File: src/rtl/dac_dual_serializer_if.sv
// Sample-pair handshake between the CORDIC result stage and the DAC serializer.
// Upstream drives a pair plus valid; the serializer answers with ready.
interface dac_dual_serializer_if;
    logic [11:0] ch1_data;
    logic [11:0] ch2_data;
    logic        in_valid;
    logic        in_ready;

    modport master (
        output ch1_data,
        output ch2_data,
        output in_valid,
        input  in_ready
    );

    modport slave (
        input  ch1_data,
        input  ch2_data,
        input  in_valid,
        output in_ready
    );
endinterface

File: src/rtl/dac_dual_serializer.sv
// Dual DAC121S101 serial driver: one sample pair per 16-bit frame on shared
// SCLK/NSYNC, MSB first, with an NSYNC-high gap after every frame.
module dac_dual_serializer #(
    parameter int CLK_DIV       = 2,
    parameter int GAP_CYCLES    = 4,
    parameter int OFFSET_BINARY = 1
) (
    input  logic clk,
    input  logic rst,
    dac_dual_serializer_if.slave smp,
    output logic SCLK,
    output logic NSYNC,
    output logic SDATA1,
    output logic SDATA2,
    output logic frame_done
);
    localparam int DW = (CLK_DIV > 1) ? $clog2(CLK_DIV) : 1;
    localparam int GW = (GAP_CYCLES > 1) ? $clog2(GAP_CYCLES) : 1;
    localparam logic [DW-1:0] DIV_LAST = DW'(CLK_DIV - 1);
    localparam logic [GW-1:0] GAP_LAST = GW'(GAP_CYCLES - 1);
    localparam logic OB = (OFFSET_BINARY != 0);

    typedef enum logic [1:0] {IDLE, SHIFT, GAP} state_t;

    state_t        state, state_n;
    logic [DW-1:0] div_cnt, div_cnt_n;
    logic [GW-1:0] gap_cnt, gap_cnt_n;
    logic [4:0]    bit_cnt, bit_cnt_n;
    logic [15:0]   sr1, sr1_n, sr2, sr2_n;
    logic          rdy, rdy_n;
    logic          sclk_n, nsync_n, sd1_n, sd2_n, done_n;
    logic [15:0]   w1, w2;

    // The pair is captured only here, so later input changes cannot touch the frame.
    assign w1 = {4'b0000, smp.ch1_data[11] ^ OB, smp.ch1_data[10:0]};
    assign w2 = {4'b0000, smp.ch2_data[11] ^ OB, smp.ch2_data[10:0]};
    assign smp.in_ready = rdy;

    // Next-state and next-output logic for the frame sequencer.
    always_comb begin
        state_n   = state;
        div_cnt_n = div_cnt;
        gap_cnt_n = gap_cnt;
        bit_cnt_n = bit_cnt;
        sr1_n     = sr1;
        sr2_n     = sr2;
        rdy_n     = rdy;
        sclk_n    = SCLK;
        nsync_n   = NSYNC;
        sd1_n     = SDATA1;
        sd2_n     = SDATA2;
        done_n    = 1'b0;
        unique case (state)
            IDLE: begin
                rdy_n   = 1'b1;
                nsync_n = 1'b1;
                sclk_n  = 1'b1;
                sd1_n   = 1'b0;
                sd2_n   = 1'b0;
                if (smp.in_valid && rdy) begin
                    state_n   = SHIFT;
                    rdy_n     = 1'b0;
                    nsync_n   = 1'b0;
                    sr1_n     = w1;
                    sr2_n     = w2;
                    sd1_n     = w1[15];
                    sd2_n     = w2[15];
                    div_cnt_n = '0;
                    bit_cnt_n = '0;
                end
            end
            SHIFT: begin
                if (div_cnt == DIV_LAST) begin
                    div_cnt_n = '0;
                    if (SCLK) begin
                        // Falling edge: the DAC samples the current bit here.
                        sclk_n    = 1'b0;
                        bit_cnt_n = bit_cnt + 5'd1;
                    end else if (bit_cnt == 5'd16) begin
                        state_n   = GAP;
                        sclk_n    = 1'b1;
                        nsync_n   = 1'b1;
                        sd1_n     = 1'b0;
                        sd2_n     = 1'b0;
                        done_n    = 1'b1;
                        gap_cnt_n = '0;
                    end else begin
                        // Rising edge: advance to the next bit.
                        sclk_n = 1'b1;
                        sr1_n  = {sr1[14:0], 1'b0};
                        sr2_n  = {sr2[14:0], 1'b0};
                        sd1_n  = sr1[14];
                        sd2_n  = sr2[14];
                    end
                end else begin
                    div_cnt_n = div_cnt + DW'(1);
                end
            end
            GAP: begin
                if (gap_cnt == GAP_LAST) begin
                    state_n = IDLE;
                    rdy_n   = 1'b1;
                end else begin
                    gap_cnt_n = gap_cnt + GW'(1);
                end
            end
            default: state_n = IDLE;
        endcase
    end

    // State and output registers; reset aborts any frame in flight.
    always_ff @(posedge clk) begin
        if (rst) begin
            state      <= IDLE;
            div_cnt    <= '0;
            gap_cnt    <= '0;
            bit_cnt    <= '0;
            sr1        <= '0;
            sr2        <= '0;
            rdy        <= 1'b0;
            SCLK       <= 1'b1;
            NSYNC      <= 1'b1;
            SDATA1     <= 1'b0;
            SDATA2     <= 1'b0;
            frame_done <= 1'b0;
        end else begin
            state      <= state_n;
            div_cnt    <= div_cnt_n;
            gap_cnt    <= gap_cnt_n;
            bit_cnt    <= bit_cnt_n;
            sr1        <= sr1_n;
            sr2        <= sr2_n;
            rdy        <= rdy_n;
            SCLK       <= sclk_n;
            NSYNC      <= nsync_n;
            SDATA1     <= sd1_n;
            SDATA2     <= sd2_n;
            frame_done <= done_n;
        end
    end
endmodule

File: src/flat_wrapper.sv
// flat-port wrapper written by rule: the top's interface ports become plain ports
module dac_dual_serializer_flat 
#(
    parameter int CLK_DIV       = 2,
    parameter int GAP_CYCLES    = 4,
    parameter int OFFSET_BINARY = 1
)
  (clk, rst, SCLK, NSYNC, SDATA1, SDATA2, frame_done, smp_ch1_data, smp_ch2_data, smp_in_valid, smp_in_ready);
  dac_dual_serializer_if smp_i ();
  input  logic clk;
  input  logic rst;
  output logic SCLK;
  output logic NSYNC;
  output logic SDATA1;
  output logic SDATA2;
  output logic frame_done;
  input wire logic [$bits(smp_i.ch1_data)-1:0] smp_ch1_data;
  input wire logic [$bits(smp_i.ch2_data)-1:0] smp_ch2_data;
  input wire logic [$bits(smp_i.in_valid)-1:0] smp_in_valid;
  output wire logic [$bits(smp_i.in_ready)-1:0] smp_in_ready;
  assign smp_i.ch1_data = smp_ch1_data;
  assign smp_i.ch2_data = smp_ch2_data;
  assign smp_i.in_valid = smp_in_valid;
  assign smp_in_ready = smp_i.in_ready;
  dac_dual_serializer #(.CLK_DIV(CLK_DIV), .GAP_CYCLES(GAP_CYCLES), .OFFSET_BINARY(OFFSET_BINARY)) u_core (.clk(clk), .rst(rst), .smp(smp_i), .SCLK(SCLK), .NSYNC(NSYNC), .SDATA1(SDATA1), .SDATA2(SDATA2), .frame_done(frame_done));
endmodule
File: config.mk
export PLATFORM = sky130hd
export DESIGN_NAME = dac_dual_serializer_flat
export DESIGN_NICKNAME = d
export VERILOG_FILES = /design/src/rtl/dac_dual_serializer_if.sv /design/src/rtl/dac_dual_serializer.sv /design/src/flat_wrapper.sv
export SDC_FILE = /design/constraint.sdc
export NUM_CORES = 1
export LEC_CHECK = 0
export ABC_AREA = 1
export CAP_MARGIN = 20
export CORE_MARGIN = 3
export CORE_UTILIZATION = 54
export CTS_CLUSTER_DIAMETER = 200
export DETAILED_ROUTE_END_ITERATION = 7
export PLACE_DENSITY = 0.79
export SETUP_SLACK_MARGIN = 0.3
export SLEW_MARGIN = 20
export SYNTH_ARGS = -nofsm -noshare
export SYNTH_HDL_FRONTEND = slang
export SYNTH_SLANG_ARGS = --single-unit
File: constraint.sdc
create_clock -name clk -period 1.7 [get_ports clk]
set_clock_uncertainty 0.1 [all_clocks]
set_input_delay 0.34 -clock clk [delete_from_list [all_inputs] [get_ports clk]]
set_output_delay 0.34 -clock clk [all_outputs]
set_load 0.03 [all_outputs]
Word level (Yosys, flattened, before mapping). Cells that the tools add are included.

Bits in registers: 46. Bits in latches: 0. Memory bits (writable): 0. ROM bits: 0. Output and inout port bits: 6. Word-level logic and storage cells: 93. Memories: 0.

Add/sub/neg operators: 3. Multiply operators: 0. Div/mod/pow operators: 0. Order comparisons: 0. Equal/unequal tests: 12. Shift operators: 0. Muxes and demuxes: 47. Bitwise gates (word level): 4. Reduce and logical (&&, ||, !) cells: 15.

Operator list (count): two-way mux 15 bit (8); case mux 15 bit (2 select lines) (2); two-way mux 2 bit (9); two-way mux 1 bit (16); two-way mux 5 bit (3); AND reduction 5 bit (3); case mux 1 bit (2 select lines) (6); inequality test 2 x 1 -> 1 bit (second input constant) (5); case mux 5 bit (2 select lines) (1); AND reduction 4 bit (2); inequality test 2 bit (second input constant) (3); case mux 2 bit (3 select lines) (1); AND reduction 2 bit (3); nonzero test 2 bit (3); adder 5 x 1 -> 5 bit (second input constant) (1); equality test 5 bit (second input constant) (1); equality test 2 bit (second input constant) (2); inverter 1 bit (4); case mux 2 bit (2 select lines) (1); OR reduction 4 bit (1); AND reduction 3 bit (1); adder 2 x 1 -> 2 bit (second input constant) (1); equality test 2 x 1 -> 1 bit (second input constant) (1); zero test 2 bit (1); 2 further kinds (2).

Longest topological paths before layout. Gate-level depths: netlist (run 1).

Depth after elaboration: 5. Depth in mapped cells: 11. Depth with buffers taken out: 10.

Worst setup path before layout (run 1). No wires, ideal clock.

Path type: register to register. From: register u_core.rdy (netlist: u_core.smp.in_ready). To: register u_core.sr1[0]. Setup time: 113 ps. Arrival time: 1253 ps. Required time: 1487 ps. Setup slack: 234 ps. Stages on the path, launching flop included: 9. Path buffers: 1. Clock period less this slack: 1466 ps. Path through: dfxtp_1 > nand2_1 > nand2_1 > nand2_1 > nor2_4 > buf_4 > nand2_1 > nand2_1 > nor2_1.

Longest elaborated chain between the ends: 3.

RTL lines: start: declaration (RTL line dac_dual_serializer.sv:30) `logic rdy, rdy_n;`; start signal: assignment (RTL line dac_dual_serializer.sv:133) `rdy <= rdy_n;`; logical AND 1 bit (RTL line dac_dual_serializer.sv:60) `if (smp.in_valid && rdy) begin`; inequality test 2 x 1 -> 1 bit (no source line); AND reduction 5 bit (no source line); end signal: assignment (RTL line dac_dual_serializer.sv:131) `sr1 <= sr1_n;`; end: declaration (RTL line dac_dual_serializer.sv:29) `logic [15:0] sr1, sr1_n, sr2, sr2_n;`.

No other way between the ends. A chain may end at the register's enable or synchronous reset.

Worst setup path in the final report (run 1).
From: register u_core.bit_cnt[0]. To: register u_core.sr2[14].

Longest elaborated chain between the ends: 3.

RTL lines: start: declaration (RTL line dac_dual_serializer.sv:28) `logic [4:0] bit_cnt, bit_cnt_n;`; start signal: assignment (RTL line dac_dual_serializer.sv:130) `bit_cnt <= bit_cnt_n;`; equality test 5 bit (RTL line dac_dual_serializer.sv:79) `end else if (bit_cnt == 5'd16) begin`; inequality test 2 bit (no source line); AND reduction 5 bit (no source line); end signal: assignment (RTL line dac_dual_serializer.sv:132) `sr2 <= sr2_n;`; end: declaration (RTL line dac_dual_serializer.sv:29).

No other way between the ends.

==> summary by stage, run 1 <==
Floorplanning
The die extent in x is 71.7 µm. The die covers 5150 µm². For this configuration, the core starts out at a cell density of a little under three fifths.

After floorplanning, the core was sized to cover between 4000 and 5000 µm². Measured along the y axis, the die boundary spans 71.7 µm. The I/O pin total is 33. The floorplan has 23 rows.

Drt
The final layout contains routed wiring with a total length of 6.38 mm. For this run, design rule violations remaining after detail routing come to 0. The first detailed-routing pass took 4 iterations. Once detail routing completed, the nets flagged for antenna violations numbered 0.

The wire length on met2 is approximately 3.2 mm. The detailed router finished its first iteration with 158 violations. The total number of vias is 2,513. Using the TritonRoute via totals, the vias-per-cell ratio works out to 5.02. In the final routing, the length of wire on met1 measures 2.68 mm.

Dividing the detail-routed wire length by the instance count gives 12.7 µm. The length of routed met3 wiring is between 300 and 400 µm. Routed signal wires occupy layers up through met4.

Worst setup path
Walking the worst path, the cells encountered are inv_2, ha_4, nand2_2, inv_2, nand3_2, nand2_2, nor2_4, buf_12, clkbuf_16, nand2_2, nand2_1, nor2_1. The worst register-to-register path has a depth of 12. The category of the critical setup timing path is flop to flop. The number of buffers and inverters on the critical path is 4.

For this run, the slowest stage of the critical path takes approximately 0.34 ns. The family with the most delay on the worst path is simple AND/OR/NAND/NOR gates. Among the stages of the critical path, the cell type that occurs most often is sky130_fd_sc_hd__nand2_2. The critical path runs through a total of 12 cells. Of all nets on the critical path, the largest fanout is 7. Data on the critical path arrives at its endpoint at roughly 1.7 ns. The slowest cell on the critical path is sky130_fd_sc_hd__dfxtp_2. The element type at the critical path start is a flop. Data on the critical path is required at its endpoint by 1.81 ns. The sort of element at the end of the critical path is a flop.

Layout
After the last flow step, the layout net total stands at 480. The area of combinational cells with multiple inputs is 1350 µm². Summing all flip-flop and latch instances after layout gives 931 µm².

The area overhead of the layout relative to synthesis is 45.0%. The fraction of layout cells with a size suffix above 1 is a little over a quarter. The filler cell count in the final layout is 253. Cells fill 82.8% of the core in the end. The number of diodes added for antenna fixing is 0. The finished cells cover about 3400 µm².

Placed design
The worst slack after detailed placement is -0.230 ns. The quantity of I/O buffers inserted on ports is 32. Once detailed placement completed, the half-perimeter wirelength came to 3.40 mm. The congestion estimate from routability-driven global placement came to 0.846.

The post-detailed-placement cell area is around 2800 µm².

STA
The count of final max-slew check failures was 0. The number of failing setup endpoints in the final timing report is 0. The setup TNS is 0 ns. The final critical-path share of the clock period is between 90% and 100%. Setup repair after global routing could not meet its margin everywhere. The hold violation total from the final report is 0. The highest achievable clock rate is between 600 and 700 MHz. The normalized max-slew margin is between 80% and 90%. The transition at the pin with the smallest max-transition slack is 0.290 ns. The final critical delay including setup and external delays is approximately 1.6 ns.

The worst path meets setup with 0.129 ns of slack.

Power
The power per standard cell area is 1650 nW/µm². Summed over all cells, the static leakage comes to 1.64 nW. The post-route total power is between 5 and 6 mW. The peak ir drop on the vdd network is 901 µV.

GRT
The remaining global-route overflow is 0. The initial antenna violation count is 0. Entering global routing, the biggest net connects 32 pins. The via count of the first global-routing pass came to 2,142. The global routing usage summed across all routing layers is ~22%. The first global-routing pass estimated 9.04 mm of wire.

Synth
By area the synthesized netlist is led by sky130_fd_sc_hd__dfxtp_1 39%, sky130_fd_sc_hd__nand2_1 28%, sky130_fd_sc_hd__nor2_1 12%. The number of storage elements in the synthesis netlist is 46. The number of enable flip-flop cells after synthesis is 0. After synthesis, the share of flip-flops with an asynchronous set or reset is 0%. The number of instances in the synthesized netlist is 390. The most used flip-flop cell after synthesis is sky130_fd_sc_hd__dfxtp_1. The number of nets handed over by synthesis was 420. By count the netlist is led by 173 x sky130_fd_sc_hd__nand2_1, 74 x sky130_fd_sc_hd__nor2_1, 46 x sky130_fd_sc_hd__dfxtp_1, 39 x sky130_fd_sc_hd__inv_1, 16 x sky130_fd_sc_hd__nand3_1. Summed over all instances, the cell type with the most area after synthesis is sky130_fd_sc_hd__dfxtp_1. After synthesis, the largest area contributor takes up 39.5% of total cell area. The mapped netlist covers about 2300 µm². The count of yosys warnings during synthesis is 0. The sequential cell area fraction in the yosys report is 39.5%. The distinct cell type count after synthesis is 21. The synthesized area per cell is ~6 µm². The most numerous cell in the Yosys netlist is sky130_fd_sc_hd__nand2_1.

Clock tree
The maximum buffer depth of the clock tree is 2. The CTS sink count is 46. After clock tree synthesis, the flow added hold-fix buffers numbering 0. The register clock-pin slew on the reported worst setup and hold paths is 0.09 ns. TritonCTS created 5 clock buffers.

The insertion delay to the later sink of the worst-skew pair is roughly 0.31 ns. The number of H-tree levels is 2. The cell sitting at the root of the clock tree is a sky130_fd_sc_hd__clkbuf_8. TritonCTS built the clock tree.

Worst hold path
The tightest min-delay check is of the flop to flop type. The instance count along the most critical hold path is 2.

Job
The tool flagged a number of max-cap violations equal to 0.

Outcome
The run finished with clean final reports.
## report_power, final
| group | switching, mW | internal (mW) | leakage [nW] | total [mW] |
|---|---|---|---|---|
| registers | 0.200 | 1.41 | 0.380 | 1.61 |
| logic | 1.73 | 1.55 | 1.22 | 3.29 |
| clock network | 0.400 | 0.289 | 0.0441 | 0.690 |
## cell type report
cell class / count / share of cell area [%]
Tap cell: 50 / 1.85
Multi-Input combinational cell: 284 / 40.0
Clock buffer: 5 / 2.03
Timing Repair Buffer: 69 / 23.0
Clock inverter: 3 / 0.629
Inverter: 44 / 4.96
Sequential cell: 46 / 27.5
## routing by layer
metal / vias to the layer above / track usage, %
li1: 1282 / -
met1: 1145 / 25.5
met2: 72 / 38.9
met3: 14 / 3.65
met4: 0 / 11.1
met5: - / 0
## cells in the final DEF (no fill, tap or decap), types with 2 or more instances in the layout
master | Yosys | final
sky130_fd_sc_hd__buf_4 | 7 | 22
sky130_fd_sc_hd__dfxtp_1 | 46 | 40
sky130_fd_sc_hd__dfxtp_2 | 0 | 5
sky130_fd_sc_hd__a21oi_1 | 3 | 3
sky130_fd_sc_hd__clkbuf_16 | 0 | 4
sky130_fd_sc_hd__buf_12 | 0 | 4
sky130_fd_sc_hd__nand4_1 | 2 | 2
sky130_fd_sc_hd__ha_1 | 3 | 2
sky130_fd_sc_hd__clkdlybuf4s15_2 | 0 | 2
sky130_fd_sc_hd__nand3_4 | 0 | 2
sky130_fd_sc_hd__nand2_2 | 1 | 34
sky130_fd_sc_hd__inv_2 | 5 | 8
sky130_fd_sc_hd__nand2_1 | 173 | 133
sky130_fd_sc_hd__nand3_1 | 16 | 13
sky130_fd_sc_hd__inv_1 | 39 | 35
sky130_fd_sc_hd__nor2_1 | 74 | 69
sky130_fd_sc_hd__o21ai_0 | 2 | 2
sky130_fd_sc_hd__nor2_4 | 1 | 2
sky130_fd_sc_hd__buf_16 | 0 | 3
sky130_fd_sc_hd__buf_6 | 0 | 3
sky130_fd_sc_hd__buf_2 | 6 | 4
sky130_fd_sc_hd__o21ai_1 | 4 | 3
sky130_fd_sc_hd__clkdlybuf4s50_1 | 0 | 26
sky130_fd_sc_hd__nand2_4 | 0 | 7
sky130_fd_sc_hd__clkbuf_8 | 0 | 5
sky130_fd_sc_hd__nor2_2 | 1 | 5
## per-stage QoR
stage,instances,hold WS (ns)
after global placement,472,0.339
after global routing,501,0.377
final,501,0.356
after detailed placement,472,0.342
after CTS,491,0.358
after floorplan,390,0.302
## worst register-to-register path: stages (launching register included)
cell and delay [ns]:
sky130_fd_sc_hd__dfxtp_2 0.34, sky130_fd_sc_hd__inv_2 0.05, sky130_fd_sc_hd__ha_4 0.15, sky130_fd_sc_hd__nand2_2 0.06
sky130_fd_sc_hd__inv_2 0.04, sky130_fd_sc_hd__nand3_2 0.06, sky130_fd_sc_hd__nand2_2 0.06, sky130_fd_sc_hd__nor2_4 0.14
sky130_fd_sc_hd__buf_12 0.16, sky130_fd_sc_hd__clkbuf_16 0.15, sky130_fd_sc_hd__nand2_2 0.04, sky130_fd_sc_hd__nand2_1 0.06
sky130_fd_sc_hd__nor2_1 0.05
## sequential cells by signal, indices dropped and copies added, names as in the netlist
| signal | cells |
|---|---|
| u_core.SCLK | 1 |
| u_core.NSYNC | 1 |
| u_core.state | 2 |
| u_core.SDATA2 | 1 |
| u_core.sr1 | 15 |
| u_core.bit_cnt | 5 |
| u_core.div_cnt | 1 |
| u_core.sr2 | 15 |
| u_core.smp.in_ready | 1 |
| u_core.SDATA1 | 1 |
| u_core.frame_done | 1 |
| u_core.gap_cnt | 2 |
## cell families (layout without fill, tap and decap cells)
| kind of cell | Yosys count | in the layout | share of synthesized area [%] |
|---|---|---|---|
| AO/OA/AOI/OAI | 11 | 11 | 2.63 |
| adder cells (fa/ha/maj) | 3 | 3 | 1.61 |
| buffers and inverters | 60 | 121 | 11.1 |
| flip-flops | 46 | 46 | 39.5 |
| AND/OR/NAND/NOR | 270 | 270 | 45.2 |
## path summary, 6_finish.rpt
check,slack [ns],from,endpoint
hold reg to reg,0.36,u_core.SDATA1$_SDFFE_PP0P_,u_core.SDATA1$_SDFFE_PP0P_
setup / recovery,0.13,u_core.bit_cnt[0]$_SDFFE_PP0P_,u_core.sr2[14]$_SDFFE_PP0P_
setup reg to reg,0.13,u_core.bit_cnt[0]$_SDFFE_PP0P_,u_core.sr2[14]$_SDFFE_PP0P_
hold / removal,0.36,u_core.SDATA1$_SDFFE_PP0P_,u_core.SDATA1$_SDFFE_PP0P_
## timing repair
item                       in CTS  in global routing
pin swaps                       5                 13
cloned                          3                  5
gates resized for setup        47                 63
setup endpoints to repair      44                 46
setup buffers                   8                  5
Power figures use the tool's default switching activity.
==> run 2: changes to the inputs <==
SLEW_MARGIN = 25   (was 20)
==> results of run 2 <==
No change in the layout: final DEF, timing and power equal those of run 1.
